File: src/rtl/comp_seq16.sv
// rtl/comp_seq16.sv - multi-cycle MSB-first sliced magnitude comparator with start/done handshake
// Define COMP_SIGNED_EN to compare two's-complement operands (MSB slice signed).
module comp_seq16 #(
   parameter int WIDTH = 16,
   parameter int SLICE = 4
) (
   input  logic             clk,
   input  logic             rst,
   input  logic             start,
   input  logic [WIDTH-1:0] a,
   input  logic [WIDTH-1:0] b,
   output logic             busy,
   output logic             done,
   output logic             valid,
   output logic             gt,
   output logic             eq
);

   localparam int NSL = WIDTH / SLICE;
   localparam int IW  = (NSL > 1) ? $clog2(NSL) : 1;
   localparam logic [IW-1:0] IDX_LAST = IW'(NSL - 1);

   typedef enum logic {IDLE, CMP} state_t;

   state_t           state_q, state_d;
   logic [WIDTH-1:0] ra_q, ra_d, rb_q, rb_d;
   logic [IW-1:0]    idx_q, idx_d;
   logic             done_q, done_d;
   logic             valid_q, valid_d;
   logic             gt_q, gt_d;
   logic             eq_q, eq_d;

   logic [SLICE-1:0] sa, sb;
   logic             slice_gt, slice_lt;

   assign sa = ra_q[idx_q*SLICE +: SLICE];
   assign sb = rb_q[idx_q*SLICE +: SLICE];

   always_comb begin
      slice_gt = 1'b0;
      slice_lt = 1'b0;
`ifdef COMP_SIGNED_EN
      // Only the top slice carries the sign; lower slices are plain magnitude digits.
      if (idx_q == IDX_LAST) begin
         slice_gt = $signed(sa) > $signed(sb);
         slice_lt = $signed(sa) < $signed(sb);
      end else begin
         slice_gt = sa > sb;
         slice_lt = sa < sb;
      end
`else
      slice_gt = sa > sb;
      slice_lt = sa < sb;
`endif
   end

   always_comb begin
      state_d = state_q;
      ra_d    = ra_q;
      rb_d    = rb_q;
      idx_d   = idx_q;
      done_d  = 1'b0;
      valid_d = valid_q;
      gt_d    = gt_q;
      eq_d    = eq_q;
      case (state_q)
         IDLE: begin
            if (start) begin
               ra_d    = a;
               rb_d    = b;
               idx_d   = IDX_LAST;
               valid_d = 1'b0;
               gt_d    = 1'b0;
               eq_d    = 1'b0;
               state_d = CMP;
            end
         end
         CMP: begin
            if (slice_gt || slice_lt) begin
               gt_d    = slice_gt;
               eq_d    = 1'b0;
               done_d  = 1'b1;
               valid_d = 1'b1;
               state_d = IDLE;
            end else if (idx_q == '0) begin
               gt_d    = 1'b0;
               eq_d    = 1'b1;
               done_d  = 1'b1;
               valid_d = 1'b1;
               state_d = IDLE;
            end else begin
               idx_d = idx_q - IW'(1);
            end
         end
         default: state_d = IDLE;
      endcase
   end

   always_ff @(posedge clk) begin
      if (rst) begin
         state_q <= IDLE;
         ra_q    <= '0;
         rb_q    <= '0;
         idx_q   <= IDX_LAST;
         done_q  <= 1'b0;
         valid_q <= 1'b0;
         gt_q    <= 1'b0;
         eq_q    <= 1'b0;
      end else begin
         state_q <= state_d;
         ra_q    <= ra_d;
         rb_q    <= rb_d;
         idx_q   <= idx_d;
         done_q  <= done_d;
         valid_q <= valid_d;
         gt_q    <= gt_d;
         eq_q    <= eq_d;
      end
   end

   assign busy  = (state_q == CMP);
   assign done  = done_q;
   assign valid = valid_q;
   assign gt    = gt_q;
   assign eq    = eq_q;

endmodule

File: config.mk
export PLATFORM = sky130hd
export DESIGN_NAME = comp_seq16
export DESIGN_NICKNAME = d
export VERILOG_FILES = /design/src/rtl/comp_seq16.sv
export SDC_FILE = /design/constraint.sdc
export NUM_CORES = 1
export LEC_CHECK = 0
export BUFFER_PORTS_ARGS = -buffer_cell sky130_fd_sc_hd__buf_2
export CORE_ASPECT_RATIO = 1.1
export CORE_MARGIN = 3
export CORE_UTILIZATION = 30
export CTS_BUF_LIST = sky130_fd_sc_hd__clkbuf_4 sky130_fd_sc_hd__clkbuf_8 sky130_fd_sc_hd__clkbuf_16
export DETAILED_ROUTE_END_ITERATION = 6
export GPL_TIMING_DRIVEN = 0
export MAX_ROUTING_LAYER = met4
export SLEW_MARGIN = 20
export SYNTH_ARGS = -nofsm -noshare
export SYNTH_HDL_FRONTEND = slang
export SYNTH_SLANG_ARGS = --single-unit
File: constraint.sdc
create_clock -name clk -period 4.8 [get_ports clk]
set_input_delay 1.2 -clock clk [delete_from_list [all_inputs] [get_ports clk]]
set_output_delay 1.2 -clock clk [all_outputs]
set_load 0.01 [all_outputs]
Word-level counts from Yosys, hierarchy flattened

Cells that the tools add are included.

Register bits: 39
Word-level logic and storage cells: 43
Output and inout port bits: 5
Bits of input ports: 35

Reduce and logical (&&, ||, !) cells: 6
Add/subtract/negate cells: 1
Equality and inequality tests: 4
Muxes and demuxes: 19
Shift-type cells: 2
Bitwise logic cells: 1
Magnitude comparators: 2

Operators by type and width:

| kind                | count |
|---|---|
| $shiftx 16x5->4     | 2 |
| $mux 1              | 11 |
| $pmux 1 s2          | 4 |
| $mux 2              | 3 |
| $ne 2x2->1 const B  | 3 |
| $gt 4x4->1          | 1 |
| $lt 4x4->1          | 1 |
| $pmux 2 s2          | 1 |
| $reduce_and 2->1    | 2 |
| $ne 3x1->1 const B  | 1 |
| $reduce_and 3->1    | 1 |
| $logic_not 2->1     | 1 |
| $reduce_or 2->1     | 1 |
| $sub 2x1->2 const B | 1 |
| $logic_or 1x1->1    | 1 |
| $not 1->1           | 1 |

Logic depth before layout (Yosys ltp)

Word-level depth: 5
Mapped depth: 8
Depth with buffers taken out: 7

Least setup slack after synthesis

OpenSTA, ideal clock, no wires.

Path type: register -> register
From: reg idx_q[0]
To: reg idx_q[0]
Buffers on the path: 1
Required time: 4.678 ns
Arrival time: 1.976 ns
Stages on the path, launching flop included: 8
Library setup time: 0.122 ns
Path slack: 2.702 ns
Clock period less this slack: 2.098 ns
Cell sequence: dfxtp_1 -> buf_4 -> mux4_2 -> ha_1 -> nand4_2 -> nor3_2 -> and3_2 -> o21ai_1

Cells in the longest elaborated chain, start to end: 5
Elaborated cells between the ends (all ways): 13
Those cells by class: 1 x add/sub; 2 x order compare; 2 x eq/ne; 2 x shift; 3 x mux; 3 x reduce/logical

Ends and longest elaborated chain:

| what                                            | line   | source |
|---|---|---|
| start, declared                                 | 27     | `logic [IW-1:0] idx_q, idx_d;` |
| start signal, assigned                          | 113    | `idx_q <= idx_d;` |
| $shiftx 16x5->4 (on tied branches)              | 36, 37 |  |
| $gt 4x4->1 / $lt 4x4->1 (equally long branches) | 52, 53 |  |
| $logic_or 1x1->1                                | 79     | `if (slice_gt \|\| slice_lt) begin` |
| $ne 2x2->1 (no line)                            | --     |  |
| $reduce_and 3->1 (no line)                      | --     |  |

Several ways; a longest one is shown, not always the timed one. The select of a mux whose other input is x is not followed.
A chain may end at the register's enable or synchronous reset.

Worst setup path after layout

Same ends and word-level chain as after synthesis.

==> results_dict.tcl <==
set metrics [dict create \
    initial_core_util_pct 31.5 \
    grt_max_degree 12 \
    end_kind "flip-flop" \
    power_mw 0.690 \
    timing.slew.headroom_pct 64.2 \
    core_sq_um 5470 \
    place.gp.congestion 0.808 \
    worst_ep_arrival_time_ns 2.54 \
    worstSetupStartpointType "flip-flop" \
    status "completed" \
    yosys-top-cells-count "nand2_1 (66), dfxtp_1 (39), a21oi_1 (36), buf_2 (10), mux4_2 (8)" \
    pre_cts_ws_ns 2.45 \
    first_global_vias 1407 \
    clk_latency_ns 0.29 \
    path_class "reg2reg" \
    synth_xor_area_share_pct 0 \
    antenna_found_initial 0 \
    clkTransAtPathRegs_ns 0.07 \
    worst_slew_pin_slew_ns 0.537 \
    post_cts_resized 0 \
    dieArea_sq_um 6680 \
    setup_ws_ns 2.43 \
    multiInputGateArea_sq_um 841 \
    synth_simple_gate_area_share_pct 21.3 \
    place_area_sq_um 2010 \
    yosysTopAreaCell "dfxtp_1" \
    fill_cells 599 \
    antenna_cells 0 \
    hpwl_mm 3.03 \
    fin_area_sq_um 2100 \
    wl_mm 4.12 \
    io_pins 40 \
    final_nets 283 \
    final.setup_skew_ns 0.00726 \
    synth.mux.area_fraction_pct 10.5 \
    ys_seq_elements 39 \
    netlist_area_sq_um 1720 \
    num_rows 28 \
    finalSetupViolations 0 \
    synth_warnings 0 \
    synth_top_area_share_pct 45.4 \
    hold_path.class "reg2reg" \
    peakVddDrop_uv 126 \
    drc 0 \
    synth_fa_ha_area_share_pct 3.64 \
    async_reset_ff_share_pct 0 \
    cp_data_required_time_ns 4.97 \
    wire_per_inst_microns 12.9 \
    port_buffers 39 \
    critPathMaxFanout 10 \
    fin_setup_tns_ns 0 \
    grt_overflow 0 \
    dr.pass1.iters 4 \
    period_needed_ns 2.37 \
    seq_area_sq_um 781 \
    crit_path_cell_trace "buf_4 -> mux4_2 -> ha_1 -> nand4_2 -> nor3_2 -> and3_2 -> o21ai_1" \
    fin_util_pct 38.4 \
    synth_edf_count 0 \
    max_stage_delay_ns 0.54 \
    antenna_left 0 \
    syn_inst 197 \
    die_h_microns 85.4 \
    drive_gt1_share_pct 28.7 \
    drv_slew 0 \
    clockBufferDepth 2 \
    drt_iter0_markers 76 \
    syn_avg_cell_area_sq_um 8.73 \
    postCtsSetupBuffers 0 \
    cts_tree "yes" \
    hold_violations 0 \
    via_per_inst 4.63 \
    ys.flop_type "dfxtp_1" \
    fmax_mhz 422 \
    cts-hold-fix-buffers 0 \
    synth_compound_area_share_pct 13.5 \
    power_density_nw_per_um2 329 \
    cts_buffers 5 \
    finalCritPeriodShare_pct 49.3 \
    power_leakage_nw 0.893 \
    synth_area_leaders "dfxtp_1 (45%), nand2_1 (14%), a21oi_1 (10%), mux4_2 (10%), ha_1 (3.6%)" \
    drv_cap 0 \
    globalRouteTotalUtil_pct 13.4 \
    cts_root_buf "clkbuf_8" \
    syn_nets 237 \
    synth.distinct_cells 29 \
    grt_setup_unrepaired "false" \
    slowest_stage "mux4_2" \
    vias 1476 \
    clock-sinks 39 \
    grt_pass1_wl_mm 6.67 \
    yosysMostFrequentCell "nand2_1" \
    yosysSeqAreaShare_pct 45.4 \
    synth_top_family_by_area "simple AND/OR/NAND/NOR gates" \
    htree_levels 2 \
    syn2layout_area_growth_pct 22.0 \
    chipWidth_microns 78.2 \
]
worst max-delay path: cells and delay by family, from the launching register on:
kind | cells | cell delay [ns]
buf+inv | 1 | 0.22
flops | 1 | 0.36
mux | 1 | 0.54
fa+ha+maj | 1 | 0.34
compound gates | 1 | 0.07
simple gates | 3 | 0.72
cell usage in the layout (no fill, tap or decap), types with 2 or more instances in the layout:
cell      Yosys  routed
dfxtp_1      39      39
a21oi_1      36      36
inv_1         7       7
ha_1          5       5
nand2_1      66      66
nor2b_1       2       2
mux4_2        8       8
clkbuf_4      0       2
clkbuf_8      0       5
buf_2        10      49
nand2b_1      2       2
buf_1         3       3
kinds of logic (layout without fill, tap and decap cells):
kind of cell             Yosys count  in the layout
adder cells (fa/ha/maj)            5              5
multiplexers                       8              8
flip-flops                        39             39
AND/OR/NAND/NOR                   80             80
buffers and inverters             22             69
AO/OA/AOI/OAI                     43             43
registers in the layout (all words and copies together), names as in the netlist:
| register | flops |
|---|---|
| eq | 1 |
| ra_q | 16 |
| gt | 1 |
| busy | 1 |
| rb_q | 16 |
| valid | 1 |
| idx_q | 2 |
| done | 1 |
routing by layer:
layer / track usage, % / part of all wire, %
met4: 4.77 / 1.6
met2: 20.5 / 46
met3: 4.03 / 5.2
met1: 16.9 / 47
met5: - / 0
layout make-up:
| cell class | instances | area share [%] |
|---|---|---|
| inverter | 7 | 1.25 |
| timing repair buffer | 39 | 9.30 |
| multi-input combinational | 136 | 40.1 |
| clock buffer | 7 | 4.00 |
| tap | 75 | 4.47 |
| sequential | 39 | 37.2 |
| clock inverter | 1 | 0.239 |
| buffer | 15 | 3.46 |
through the flow:
step,cells,hold slack [ns]
3_5_place_dp,311,0.442
3_3_place_gp,311,0.438
5_1_grt,319,0.476
2_1_floorplan,197,0.433
6_report,319,0.452
4_1_cts,319,0.452
worst paths after layout:
check | startpoint | end | slack [ns] | cells after the start
setup / recovery | idx_q[0] | idx_q[0] | 2.43 | 7
hold / removal | ra_q[14] | ra_q[14] | 0.45 | 2
setup reg to reg | idx_q[0] | idx_q[0] | 2.43 | 7
hold reg to reg | ra_q[14] | ra_q[14] | 0.45 | 2
power breakdown:
part	internal, mW	switching (mW)
Clock	0.113	0.108
Sequential	0.344	0.00966
Combinational	0.0514	0.0630
Note: power is estimated with default switching activity, not from simulation.
